--- src/rtl/uart_pkg.sv ---
// uart_pkg
//   Shared types and constants for the UART transmitter slice.
//   Contents:
//     tx_state_t     transmitter FSM states
//     parity_mode_t  decoded parity selection
//     stop_mode_t    decoded stop-bit length selection
//     MIN_DATA_BITS  smallest data length a frame may carry
//     MIN_BAUD       smallest legal clocks-per-bit value
//     decode_parity / decode_stop / clamp_baud helper functions
package uart_pkg;

  localparam int MIN_DATA_BITS = 5;
  localparam int MIN_BAUD      = 2;

  typedef enum logic [2:0] {
    ST_IDLE,
    ST_START,
    ST_DATA,
    ST_PARITY,
    ST_STOP,
    ST_BREAK,
    ST_BREAK_MARK
  } tx_state_t;

  typedef enum logic [2:0] {
    PAR_NONE  = 3'd0,
    PAR_EVEN  = 3'd1,
    PAR_ODD   = 3'd2,
    PAR_MARK  = 3'd3,
    PAR_SPACE = 3'd4
  } parity_mode_t;

  typedef enum logic [1:0] {
    STOP_ONE      = 2'd0,
    STOP_ONE_HALF = 2'd1,
    STOP_TWO      = 2'd2
  } stop_mode_t;

  // Register encodings 5..7 are reserved and behave as "no parity".
  function automatic parity_mode_t decode_parity(input logic [2:0] mode);
    case (mode)
      3'd1:    return PAR_EVEN;
      3'd2:    return PAR_ODD;
      3'd3:    return PAR_MARK;
      3'd4:    return PAR_SPACE;
      default: return PAR_NONE;
    endcase
  endfunction

  // Encodings 2 and 3 both select two stop bits.
  function automatic stop_mode_t decode_stop(input logic [1:0] mode);
    case (mode)
      2'd0:    return STOP_ONE;
      2'd1:    return STOP_ONE_HALF;
      default: return STOP_TWO;
    endcase
  endfunction

  function automatic logic [23:0] clamp_baud(input logic [23:0] baud);
    return (baud < 24'(MIN_BAUD)) ? 24'(MIN_BAUD) : baud;
  endfunction

endpackage

--- src/rtl/uart_tx_ext_fifo.sv ---
// fifo_stack
//   Synchronous first-in first-out buffer used as the UART TX holding queue.
//   Ports:
//     clk, reset   clock and asynchronous active-high reset
//     clear        synchronous flush; occupancy is 0 on the next cycle
//     push         write data_in (ignored while full or while clearing)
//     pop          drop the head word (ignored while empty)
//     data_in      word to write
//     data_out     current head word (valid while !empty)
//     size         occupancy, 0..2**ADDR_WIDTH
//     empty, full  occupancy flags
module fifo_stack #(
  parameter int ADDR_WIDTH = 5,
  parameter int DATA_WIDTH = 9
) (
  input  logic                  clk,
  input  logic                  reset,
  input  logic                  clear,
  input  logic                  push,
  input  logic                  pop,
  input  logic [DATA_WIDTH-1:0] data_in,
  output logic [DATA_WIDTH-1:0] data_out,
  output logic [ADDR_WIDTH:0]   size,
  output logic                  empty,
  output logic                  full
);

  localparam int DEPTH = 2 ** ADDR_WIDTH;

  logic [DATA_WIDTH-1:0] mem_q [DEPTH];
  logic [ADDR_WIDTH-1:0] wr_ptr_q, wr_ptr_d;
  logic [ADDR_WIDTH-1:0] rd_ptr_q, rd_ptr_d;
  logic [ADDR_WIDTH:0]   size_q, size_d;
  logic                  do_push;
  logic                  do_pop;

  assign empty    = (size_q == '0);
  assign full     = (size_q == (ADDR_WIDTH + 1)'(DEPTH));
  assign size     = size_q;
  assign data_out = mem_q[rd_ptr_q];

  assign do_push = push && !full && !clear;
  assign do_pop  = pop && !empty && !clear;

  // A simultaneous push and pop leaves the occupancy unchanged.
  always_comb begin
    wr_ptr_d = wr_ptr_q;
    rd_ptr_d = rd_ptr_q;
    size_d   = size_q;
    if (clear) begin
      wr_ptr_d = '0;
      rd_ptr_d = '0;
      size_d   = '0;
    end else begin
      if (do_push) wr_ptr_d = wr_ptr_q + 1'b1;
      if (do_pop)  rd_ptr_d = rd_ptr_q + 1'b1;
      size_d = size_q + (ADDR_WIDTH + 1)'(do_push) - (ADDR_WIDTH + 1)'(do_pop);
    end
  end

  always_ff @(posedge clk or posedge reset) begin
    if (reset) begin
      wr_ptr_q <= '0;
      rd_ptr_q <= '0;
      size_q   <= '0;
    end else begin
      wr_ptr_q <= wr_ptr_d;
      rd_ptr_q <= rd_ptr_d;
      size_q   <= size_d;
    end
  end

  // Storage needs no reset: occupancy alone decides what is valid.
  always_ff @(posedge clk) begin
    if (do_push) mem_q[wr_ptr_q] <= data_in;
  end

endmodule

--- src/rtl/uart_tx_ext.sv ---
// uart_tx_ext
//   UART transmitter with an integrated TX FIFO, configurable frame format,
//   hardware flow control and break generation.
//   Ports:
//     clk, reset    clock and asynchronous active-high reset
//     clear         synchronous FIFO flush (frame in flight still completes)
//     tx            serial output, idle high
//     cts           clear-to-send, active low, asynchronous
//     flow_ctrl     1: a frame may only start while synchronised cts is low
//     parity_mode   0 none, 1 even, 2 odd, 3 mark, 4 space, 5..7 none
//     stop_mode     0 one, 1 one-and-a-half, 2/3 two stop bits
//     data_len      data bits per frame, clamped to 5..DATA_WIDTH
//     baud_reg      clocks per bit, values below 2 act as 2
//     break_req     level request to hold the line low
//     push, data_in FIFO write port (data sent LSB first)
//     size, empty, full  FIFO status
//     busy          high whenever the FSM is not idle
//     tx_done       one-cycle pulse during the last stop-bit clock of a frame
module uart_tx_ext
  import uart_pkg::*;
#(
  parameter int ADDR_WIDTH = 5,
  parameter int DATA_WIDTH = 9
) (
  input  logic                  clk,
  input  logic                  reset,
  input  logic                  clear,
  output logic                  tx,
  input  logic                  cts,
  input  logic                  flow_ctrl,
  input  logic [2:0]            parity_mode,
  input  logic [1:0]            stop_mode,
  input  logic [3:0]            data_len,
  input  logic [23:0]           baud_reg,
  input  logic                  break_req,
  input  logic                  push,
  input  logic [DATA_WIDTH-1:0] data_in,
  output logic [ADDR_WIDTH:0]   size,
  output logic                  empty,
  output logic                  full,
  output logic                  busy,
  output logic                  tx_done
);

  // FIFO interface
  logic [DATA_WIDTH-1:0] fifo_head;
  logic                  fifo_empty;
  logic                  fifo_pop;

  // Launch-time decode of the live configuration inputs
  logic [3:0]   len_clamped;
  logic         head_xor;
  logic         head_par_bit;
  parity_mode_t launch_par;

  // FSM, timing and latched frame state
  tx_state_t             state_q, state_d;
  logic                  tx_q, tx_d;
  logic                  busy_q, busy_d;
  logic                  tx_done_q, tx_done_d;
  logic [24:0]           cnt_q, cnt_d;
  logic [3:0]            bit_idx_q, bit_idx_d;
  logic [DATA_WIDTH-1:0] shift_q, shift_d;
  logic [3:0]            len_q, len_d;
  parity_mode_t          par_q, par_d;
  logic                  par_bit_q, par_bit_d;
  stop_mode_t            stop_q, stop_d;
  logic [23:0]           baud_q, baud_d;
  logic                  cts_meta_q, cts_sync_q;

  logic [24:0] stop_len;
  logic        bit_end;
  logic        stop_end;
  logic        stop_pre_end;
  logic        launch_ok;

  fifo_stack #(
    .ADDR_WIDTH (ADDR_WIDTH),
    .DATA_WIDTH (DATA_WIDTH)
  ) u_fifo (
    .clk      (clk),
    .reset    (reset),
    .clear    (clear),
    .push     (push),
    .pop      (fifo_pop),
    .data_in  (data_in),
    .data_out (fifo_head),
    .size     (size),
    .empty    (fifo_empty),
    .full     (full)
  );

  assign empty   = fifo_empty;
  assign tx      = tx_q;
  assign busy    = busy_q;
  assign tx_done = tx_done_q;

  // cts is asynchronous; synchroniser resets to "not clear to send".
  always_ff @(posedge clk or posedge reset) begin
    if (reset) begin
      cts_meta_q <= 1'b1;
      cts_sync_q <= 1'b1;
    end else begin
      cts_meta_q <= cts;
      cts_sync_q <= cts_meta_q;
    end
  end

  always_comb begin
    if (data_len < 4'(MIN_DATA_BITS))    len_clamped = 4'(MIN_DATA_BITS);
    else if (data_len > 4'(DATA_WIDTH))  len_clamped = 4'(DATA_WIDTH);
    else                                 len_clamped = data_len;
  end

  // Parity is resolved at launch so bits above the frame length never leak in.
  always_comb begin
    head_xor = 1'b0;
    for (int i = 0; i < DATA_WIDTH; i++) begin
      if (4'(i) < len_clamped) head_xor = head_xor ^ fifo_head[i];
    end
    launch_par = decode_parity(parity_mode);
    case (launch_par)
      PAR_EVEN: head_par_bit = head_xor;
      PAR_ODD:  head_par_bit = ~head_xor;
      PAR_MARK: head_par_bit = 1'b1;
      default:  head_par_bit = 1'b0;
    endcase
  end

  always_comb begin
    case (stop_q)
      STOP_ONE:      stop_len = {1'b0, baud_q};
      STOP_ONE_HALF: stop_len = {1'b0, baud_q} + {2'b0, baud_q[23:1]};
      default:       stop_len = {baud_q, 1'b0};
    endcase
  end

  assign bit_end      = (cnt_q == ({1'b0, baud_q} - 25'd1));
  assign stop_end     = (cnt_q == (stop_len - 25'd1));
  // stop_len is at least 2, so the pre-end compare never underflows.
  assign stop_pre_end = (cnt_q == (stop_len - 25'd2));
  assign launch_ok    = !fifo_empty && (!flow_ctrl || !cts_sync_q);

  // Next-state logic. tx and tx_done are computed one cycle ahead so the
  // registered copies line up exactly with the state they belong to.
  always_comb begin
    state_d   = state_q;
    tx_d      = tx_q;
    cnt_d     = cnt_q;
    bit_idx_d = bit_idx_q;
    shift_d   = shift_q;
    len_d     = len_q;
    par_d     = par_q;
    par_bit_d = par_bit_q;
    stop_d    = stop_q;
    baud_d    = baud_q;
    tx_done_d = 1'b0;
    fifo_pop  = 1'b0;

    case (state_q)
      ST_IDLE: begin
        cnt_d = '0;
        tx_d  = 1'b1;
        if (break_req) begin
          state_d = ST_BREAK;
          tx_d    = 1'b0;
          baud_d  = clamp_baud(baud_reg);
        end else if (launch_ok) begin
          fifo_pop  = 1'b1;
          shift_d   = fifo_head;
          len_d     = len_clamped;
          par_d     = launch_par;
          par_bit_d = head_par_bit;
          stop_d    = decode_stop(stop_mode);
          baud_d    = clamp_baud(baud_reg);
          tx_d      = 1'b0;
          state_d   = ST_START;
        end
      end

      ST_START: begin
        if (bit_end) begin
          cnt_d     = '0;
          bit_idx_d = '0;
          tx_d      = shift_q[0];
          state_d   = ST_DATA;
        end else begin
          cnt_d = cnt_q + 25'd1;
        end
      end

      ST_DATA: begin
        if (bit_end) begin
          cnt_d = '0;
          if (bit_idx_q == (len_q - 4'd1)) begin
            if (par_q != PAR_NONE) begin
              tx_d    = par_bit_q;
              state_d = ST_PARITY;
            end else begin
              tx_d    = 1'b1;
              state_d = ST_STOP;
            end
          end else begin
            bit_idx_d = bit_idx_q + 4'd1;
            tx_d      = shift_q[1];
            shift_d   = shift_q >> 1;
          end
        end else begin
          cnt_d = cnt_q + 25'd1;
        end
      end

      ST_PARITY: begin
        if (bit_end) begin
          cnt_d   = '0;
          tx_d    = 1'b1;
          state_d = ST_STOP;
        end else begin
          cnt_d = cnt_q + 25'd1;
        end
      end

      ST_STOP: begin
        tx_done_d = stop_pre_end;
        if (stop_end) begin
          cnt_d   = '0;
          state_d = ST_IDLE;
        end else begin
          cnt_d = cnt_q + 25'd1;
        end
      end

      ST_BREAK: begin
        cnt_d = '0;
        if (!break_req) begin
          tx_d    = 1'b1;
          state_d = ST_BREAK_MARK;
        end
      end

      ST_BREAK_MARK: begin
        if (bit_end) begin
          cnt_d   = '0;
          state_d = ST_IDLE;
        end else begin
          cnt_d = cnt_q + 25'd1;
        end
      end

      default: begin
        tx_d    = 1'b1;
        cnt_d   = '0;
        state_d = ST_IDLE;
      end
    endcase

    busy_d = (state_d != ST_IDLE);
  end

  always_ff @(posedge clk or posedge reset) begin
    if (reset) begin
      state_q   <= ST_IDLE;
      tx_q      <= 1'b1;
      busy_q    <= 1'b0;
      tx_done_q <= 1'b0;
      cnt_q     <= '0;
      bit_idx_q <= '0;
      shift_q   <= '0;
      len_q     <= 4'(MIN_DATA_BITS);
      par_q     <= PAR_NONE;
      par_bit_q <= 1'b0;
      stop_q    <= STOP_ONE;
      baud_q    <= 24'(MIN_BAUD);
    end else begin
      state_q   <= state_d;
      tx_q      <= tx_d;
      busy_q    <= busy_d;
      tx_done_q <= tx_done_d;
      cnt_q     <= cnt_d;
      bit_idx_q <= bit_idx_d;
      shift_q   <= shift_d;
      len_q     <= len_d;
      par_q     <= par_d;
      par_bit_q <= par_bit_d;
      stop_q    <= stop_d;
      baud_q    <= baud_d;
    end
  end

endmodule

--- config.mk ---
export PLATFORM = sky130hd
export DESIGN_NAME = uart_tx_ext
export DESIGN_NICKNAME = d
export VERILOG_FILES = /design/src/rtl/uart_pkg.sv /design/src/rtl/uart_tx_ext_fifo.sv /design/src/rtl/uart_tx_ext.sv
export SDC_FILE = /design/constraint.sdc
export NUM_CORES = 1
export LEC_CHECK = 0
export BUFFER_PORTS_ARGS = -buffer_cell sky130_fd_sc_hd__clkbuf_2
export CAP_MARGIN = 20
export CORE_UTILIZATION = 30
export CTS_CLUSTER_DIAMETER = 40
export DETAILED_ROUTE_END_ITERATION = 16
export PLACE_DENSITY = 0.45
export RECOVER_POWER = 50
export SLEW_MARGIN = 20
export SYNTH_ARGS = -nofsm -noshare
export SYNTH_HDL_FRONTEND = slang
export SYNTH_SLANG_ARGS = --single-unit
--- constraint.sdc ---
create_clock -name clk -period 4.5 [get_ports clk]
set_input_delay 1.35 -clock clk [delete_from_list [all_inputs] [get_ports clk]]
set_output_delay 1.35 -clock clk [all_outputs]
set_load 0.005 [all_outputs]
Yosys cells after proc, flatten, opt, wreduce, memory -nomap -nowiden --
Memory sizes are Yosys's and may differ from the RTL's. Index checks and enable logic that the tools add are counted.
Cells by class: mux-type cells 61, equality and inequality tests 27, order comparisons 12, multiply operators 0, bitwise gates (word level) 11, shifts and indexed selects 0, add/sub/neg operators 11, reductions and logical operators 29, div/mod/pow operators 0
Operator list (count):
- $pmux W25 S2 | 2
- $eq A25 B25 Y1 | 3
- $mux W24 | 3
- $mux W25 | 2
- $mux W9 | 4
- $mux W3 | 10
- $add A24 B23 Y25 | 1
- $add A25 B1 Y25 const B | 1
- $sub A24 B1 Y25 const B | 1
- $sub A25 B1 Y25 const B | 1
- $sub A25 B2 Y25 const B | 1
- $lt A24 B2 Y1 const B | 1
- $mux W1 | 23
- $pmux W3 S7 | 1
- $mux W4 | 5
- $mux W5 | 4
- $eq A3 B2 Y1 const B | 6
- $pmux W9 S2 | 1
- $lt A3 B4 Y1 const A | 4
- $ne A2 B2 Y1 const B | 7
- $eq A3 B3 Y1 const B | 4
- $pmux W3 S4 | 1
- $add A5 B1 Y5 const B | 2
- $reduce_and A5 Y1 | 2
- other kinds (33) | 61
Storage, ports and cells: bits in writable memories 288, output and inout bits 11, logic and storage cells 169, bits in latches 0, bits in registers 96, bits in read-only memories 0, input bits 49, memories kept 1
Memory list:
- u_fifo.mem_q | words 32, bits a word 9, rd ports 1, clocked after memory_dff 0, wr ports 1, RTL line uart_tx_ext_fifo.sv:30 | logic [DATA_WIDTH-1:0] mem_q [DEPTH];

Depth between registers and ports, before layout --
depth in word-level cells 23, gate-level depth with buffers 18, depth with buffers taken out 17

Modules after synthesis --
A second synthesis with hierarchy kept.
Unflattened totals: cells, all modules 1748, area total of the unflattened synthesis 21074.0 um2
By module, submodules not included:
- fifo_stack | cells each 672, instances 1, area an instance 12231.7 um2, seq. area each 9048.7 um2
- uart_tx_ext | cells each 1076, instances 1, area an instance 8842.2 um2, seq. area each 2009.4 um2

Worst setup path after synthesis --
No wires, ideal clock.
kind reg-to-reg, start register baud_q[1], end register cnt_q[0], clock period less this slack 4494 ps, slack 6 ps, arrival 4351 ps, stages on the path, launching flop included 19, path through dfstp_2 ha_1 inv_1 fa_1 nor2b_4 o31a_4 mux2_4 or2_0 buf_4 nor4_4 or4b_1 buf_4 nor4_4 xor2_1 nor4b_1 nand4_1 o21ai_4 buf_6 a21oi_2
On the way: word-level cells in the longest chain between the ends 6, elaborated cells on any way between the ends 9, those cells by class add/sub: 3; eq/ne: 2; mux: 4
RTL lines:
- from (decl) | RTL line uart_tx_ext.sv:68 | logic [23:0] baud_q, baud_d;
- from (signal assigned) | RTL line uart_tx_ext.sv:273 | baud_q <= 24'(MIN_BAUD);
- from (signal assigned) | RTL line uart_tx_ext.sv:286 | baud_q <= baud_d;
- $add A24 B23 Y25 | RTL line uart_tx_ext.sv:133 | STOP_ONE_HALF: stop_len = {1'b0, baud_q} + {2'b0, baud_q[23:1]};
- $pmux W25 S2 | RTL line uart_tx_ext.sv:131 | case (stop_q)
- $sub A25 B1 Y25 | RTL line uart_tx_ext.sv:139 | assign stop_end = (cnt_q == (stop_len - 25'd1));
- $eq A25 B25 Y1 | RTL line uart_tx_ext.sv:139
- $mux W25 | RTL line uart_tx_ext.sv:225 | if (stop_end) begin
- $pmux W25 S2 * | RTL line uart_tx_ext.sv:160 | case (state_q)
- via cnt_d[0] | RTL line uart_tx_ext.sv:61 | logic [24:0] cnt_q, cnt_d;
- to (signal assigned) | RTL line uart_tx_ext.sv:279 | cnt_q <= cnt_d;
- to (decl) | RTL line uart_tx_ext.sv:61
The timed path passes the listed nets; every way through them passes the cells marked *. A chain may end at the register's enable or synchronous reset.

Final worst setup path --
start register baud_q[1], end register cnt_q[14]
Same word-level chain as after synthesis.

==> results.ini <==
[floorplan]
dieArea_um2=70000
die_w_um=265
core.rowCount=95
initial_core_util_pct=30.5
die_h_um=265
coreArea_um2=67800
ioPinCount=60

[grt]
grt_pass1_wl_mm=87.7
grt_start_max_net_pins=51
grt_pass1_vias=14400
antenna_found_initial=0
grt_use_total_pct=16.4
grt_overflow=0

[sta]
fmax_ghz=0.227
max_slew_margin_pct=-65.2
skew_ps=31.3
grt_setup_unrepaired=yes
min_period_ps=4400
period_share_pct=97.8
slew_violations=84
finalSetupViolCount=0
tns_ps=0
worst_slew_pin_slew_ps=2470
hold_viol=0

[worst_setup_path]
cp.arrival_ps=4880
cp-end-kind=flop
worstSetupPathType=flop to flop
cp.required_ps=4980
reg2reg_slack_ps=100
crit_path_max_fanout=6
critPathLaunchType=flop

[clocking]
cts.clk_slew.worst_paths_ps=50
holdBufCountCts=0
clockBufferDepth=3
root_buffer=clkbuf_16
clock_latency_ps=620
clock-sinks=384
cts_tree=yes
cts_inserted_buffers=55
htreeDepth=2

[synth]
ys_ff_latch=384
syn_nets=1784
seq_area_frac_synth_pct=53.4
yosys.cell_types.count=86
synthTopCellsByCount=edfxtp_1 (288), nand2_1 (123), nor2_1 (121)
netlist_instances=1662
avgSynthCellArea_um2=12.5
synth_edf_count=288
synth.largest_area_cell=edfxtp_1
synth_area_leaders=edfxtp_1 (42%), dfrtp_1 (11%), mux4_2 (9.8%), ha_1 (4.3%), xnor2_1 (4.1%)
async_reset_ff_share_pct=25.0
synth_flop_cell=edfxtp_1
synth.most_common_cell=edfxtp_1
ys_warn_count=0
synth_top_area_share_pct=41.8
syn_area_um2=20700

[power_and_ir_drop]
vdd_drop_max_mv=0.330
powerDensity_nw_per_um2=675
power_leakage_nw=9.01

[routing]
met2WireLength_mm=27.4
wl_per_cell_um=20.7
top_layer=met4
m1WireLength_mm=26.8
wl_met3_mm=2.21
drc_errors=0
totalWireLength_mm=57.6
dr.pass1.iters=5
antenna_left=0
vias_per_cell=5.08
via_count=14200
drtIter0Drc=1044

[outcome]
status=finished, violations left
violations=max-capacitance violations, max-slew violations

[place]
portBuffers=59
placed_cells=2669
dpl.hpwl_mm=41.7
place.gp.congestion=0.900

[layout]
drive_gt1_share_pct=26.9
area.growth.synth_to_final_pct=22.6
insertedDiodeCount=0
instances_no_fill=2789
fin_nets=1991

[min_path]
min_path_type=flop to flop

[flow_run]
maxCapViolations=2

==> registers in the layout, indices dropped and copies added, names as in the netlist, 3 cells and up <==
signal           flops
shift_q              9
u_fifo.mem_q       288
cnt_q               25
state_q              3
u_fifo.rd_ptr_q      5
baud_q              24
par_q                3
u_fifo.wr_ptr_q      5
u_fifo.size          6
bit_idx_q            4
len_q                4
==> path summary, 6_finish.rpt <==
kind	to	startpoint	cells after the start
min in group asynchronous	u_fifo.rd_ptr_q[4]$_DFFE_PP0P_	reset	2
worst min register to register	cts_sync_q$_DFF_PP1_	cts_meta_q$_DFF_PP1_	0
max in group asynchronous	baud_q[23]$_DFFE_PP0P_	reset	3
worst max-delay path	cnt_q[14]$_DFF_PP0_	baud_q[1]$_DFFE_PP1P_	16
worst max register to register	cnt_q[14]$_DFF_PP0_	baud_q[1]$_DFFE_PP1P_	16
worst min-delay path	cts_sync_q$_DFF_PP1_	cts_meta_q$_DFF_PP1_	0
==> layout by cell type, fill, tap and decap left out, types with 36 or more instances in the layout <==
cell and count:
a21oi_1 60, clkbuf_2 50, o21ai_0 67, nand3_1 49, edfxtp_1 288, xor2_1 36, mux4_2 90, clkbuf_16 56
ha_1 68, nor2_1 120, dfrtp_1 88, buf_4 160, xnor2_1 96, inv_1 59, nand2_1 120, nor3_1 36
==> power by group <==
| group | switching (mW) | internal, mW |
|---|---|---|
| registers | 0.342 | 4.10 |
| logic | 4.76 | 3.60 |
| clock network | 1.76 | 2.56 |
==> routing by layer <==
layer	track usage, %	up-vias
met1	22.7	7086
met4	4.61	0
li1	-	6728
met3	2.23	73
met2	26.9	290
met5	0	-
==> cell type report <==
class / count / area [um2]
Fill cell: 6550 / 42400
Sequential cell: 384 / 11100
Multi-Input combinational cell: 1130 / 9330
Timing Repair Buffer: 234 / 1770
Clock buffer: 61 / 1410
Tap cell: 873 / 1090
Clock inverter: 43 / 467
Inverter: 64 / 241
==> cell families after synthesis <==
| logic type | synth area share, % |
|---|---|
| flip-flops | 53.4 |
| AND/OR/NAND/NOR | 12.5 |
| buffers and inverters | 2.89 |
| XOR/XNOR | 5.71 |
| multiplexers | 11.4 |
| adder cells (fa/ha/maj) | 4.49 |
| AO/OA/AOI/OAI | 9.53 |
==> critical path: stages, from the launching register on <==
cell and delay (ps):
dfstp_2 570, ha_4 140, inv_2 30, fa_2 370
nor2b_4 150, o31a_4 150, mux2_4 300, or2_4 240
nor4_4 250, or4b_4 570, nor4_4 250, xor2_1 150
nor4b_2 300, nand4_1 190, o21ai_4 240, bufbuf_16 300
a21oi_2 50
==> per-stage QoR <==
stage | instance area, um2 | util (%) | power (mW) | hold WS (ps) | worst slack, ps
2_1_floorplan | 20700 | - | 9.46 | 345 | 5.88
3_3_place_gp | 23100 | 34.1 | 12.3 | 346 | -131
3_5_place_dp | 23100 | 34.1 | 12.3 | 351 | -88.2
4_1_cts | 25100 | 37.1 | 16.9 | 353 | -35.6
5_1_grt | 25400 | 37.4 | 18.2 | 361 | -98.6
6_report | 25400 | 37.4 | 17.1 | 354 | 97.8
==> what timing repair did <==
| action | CTS | global route |
|---|---|---|
| resized for setup | 17 | 43 |
| endpoints found under the setup margin | 27 | 28 |
| gates cloned | 2 | 2 |
| buffers inserted | 5 | 8 |
| pin swaps | 7 | 32 |
(Power assumes the default switching activity.)
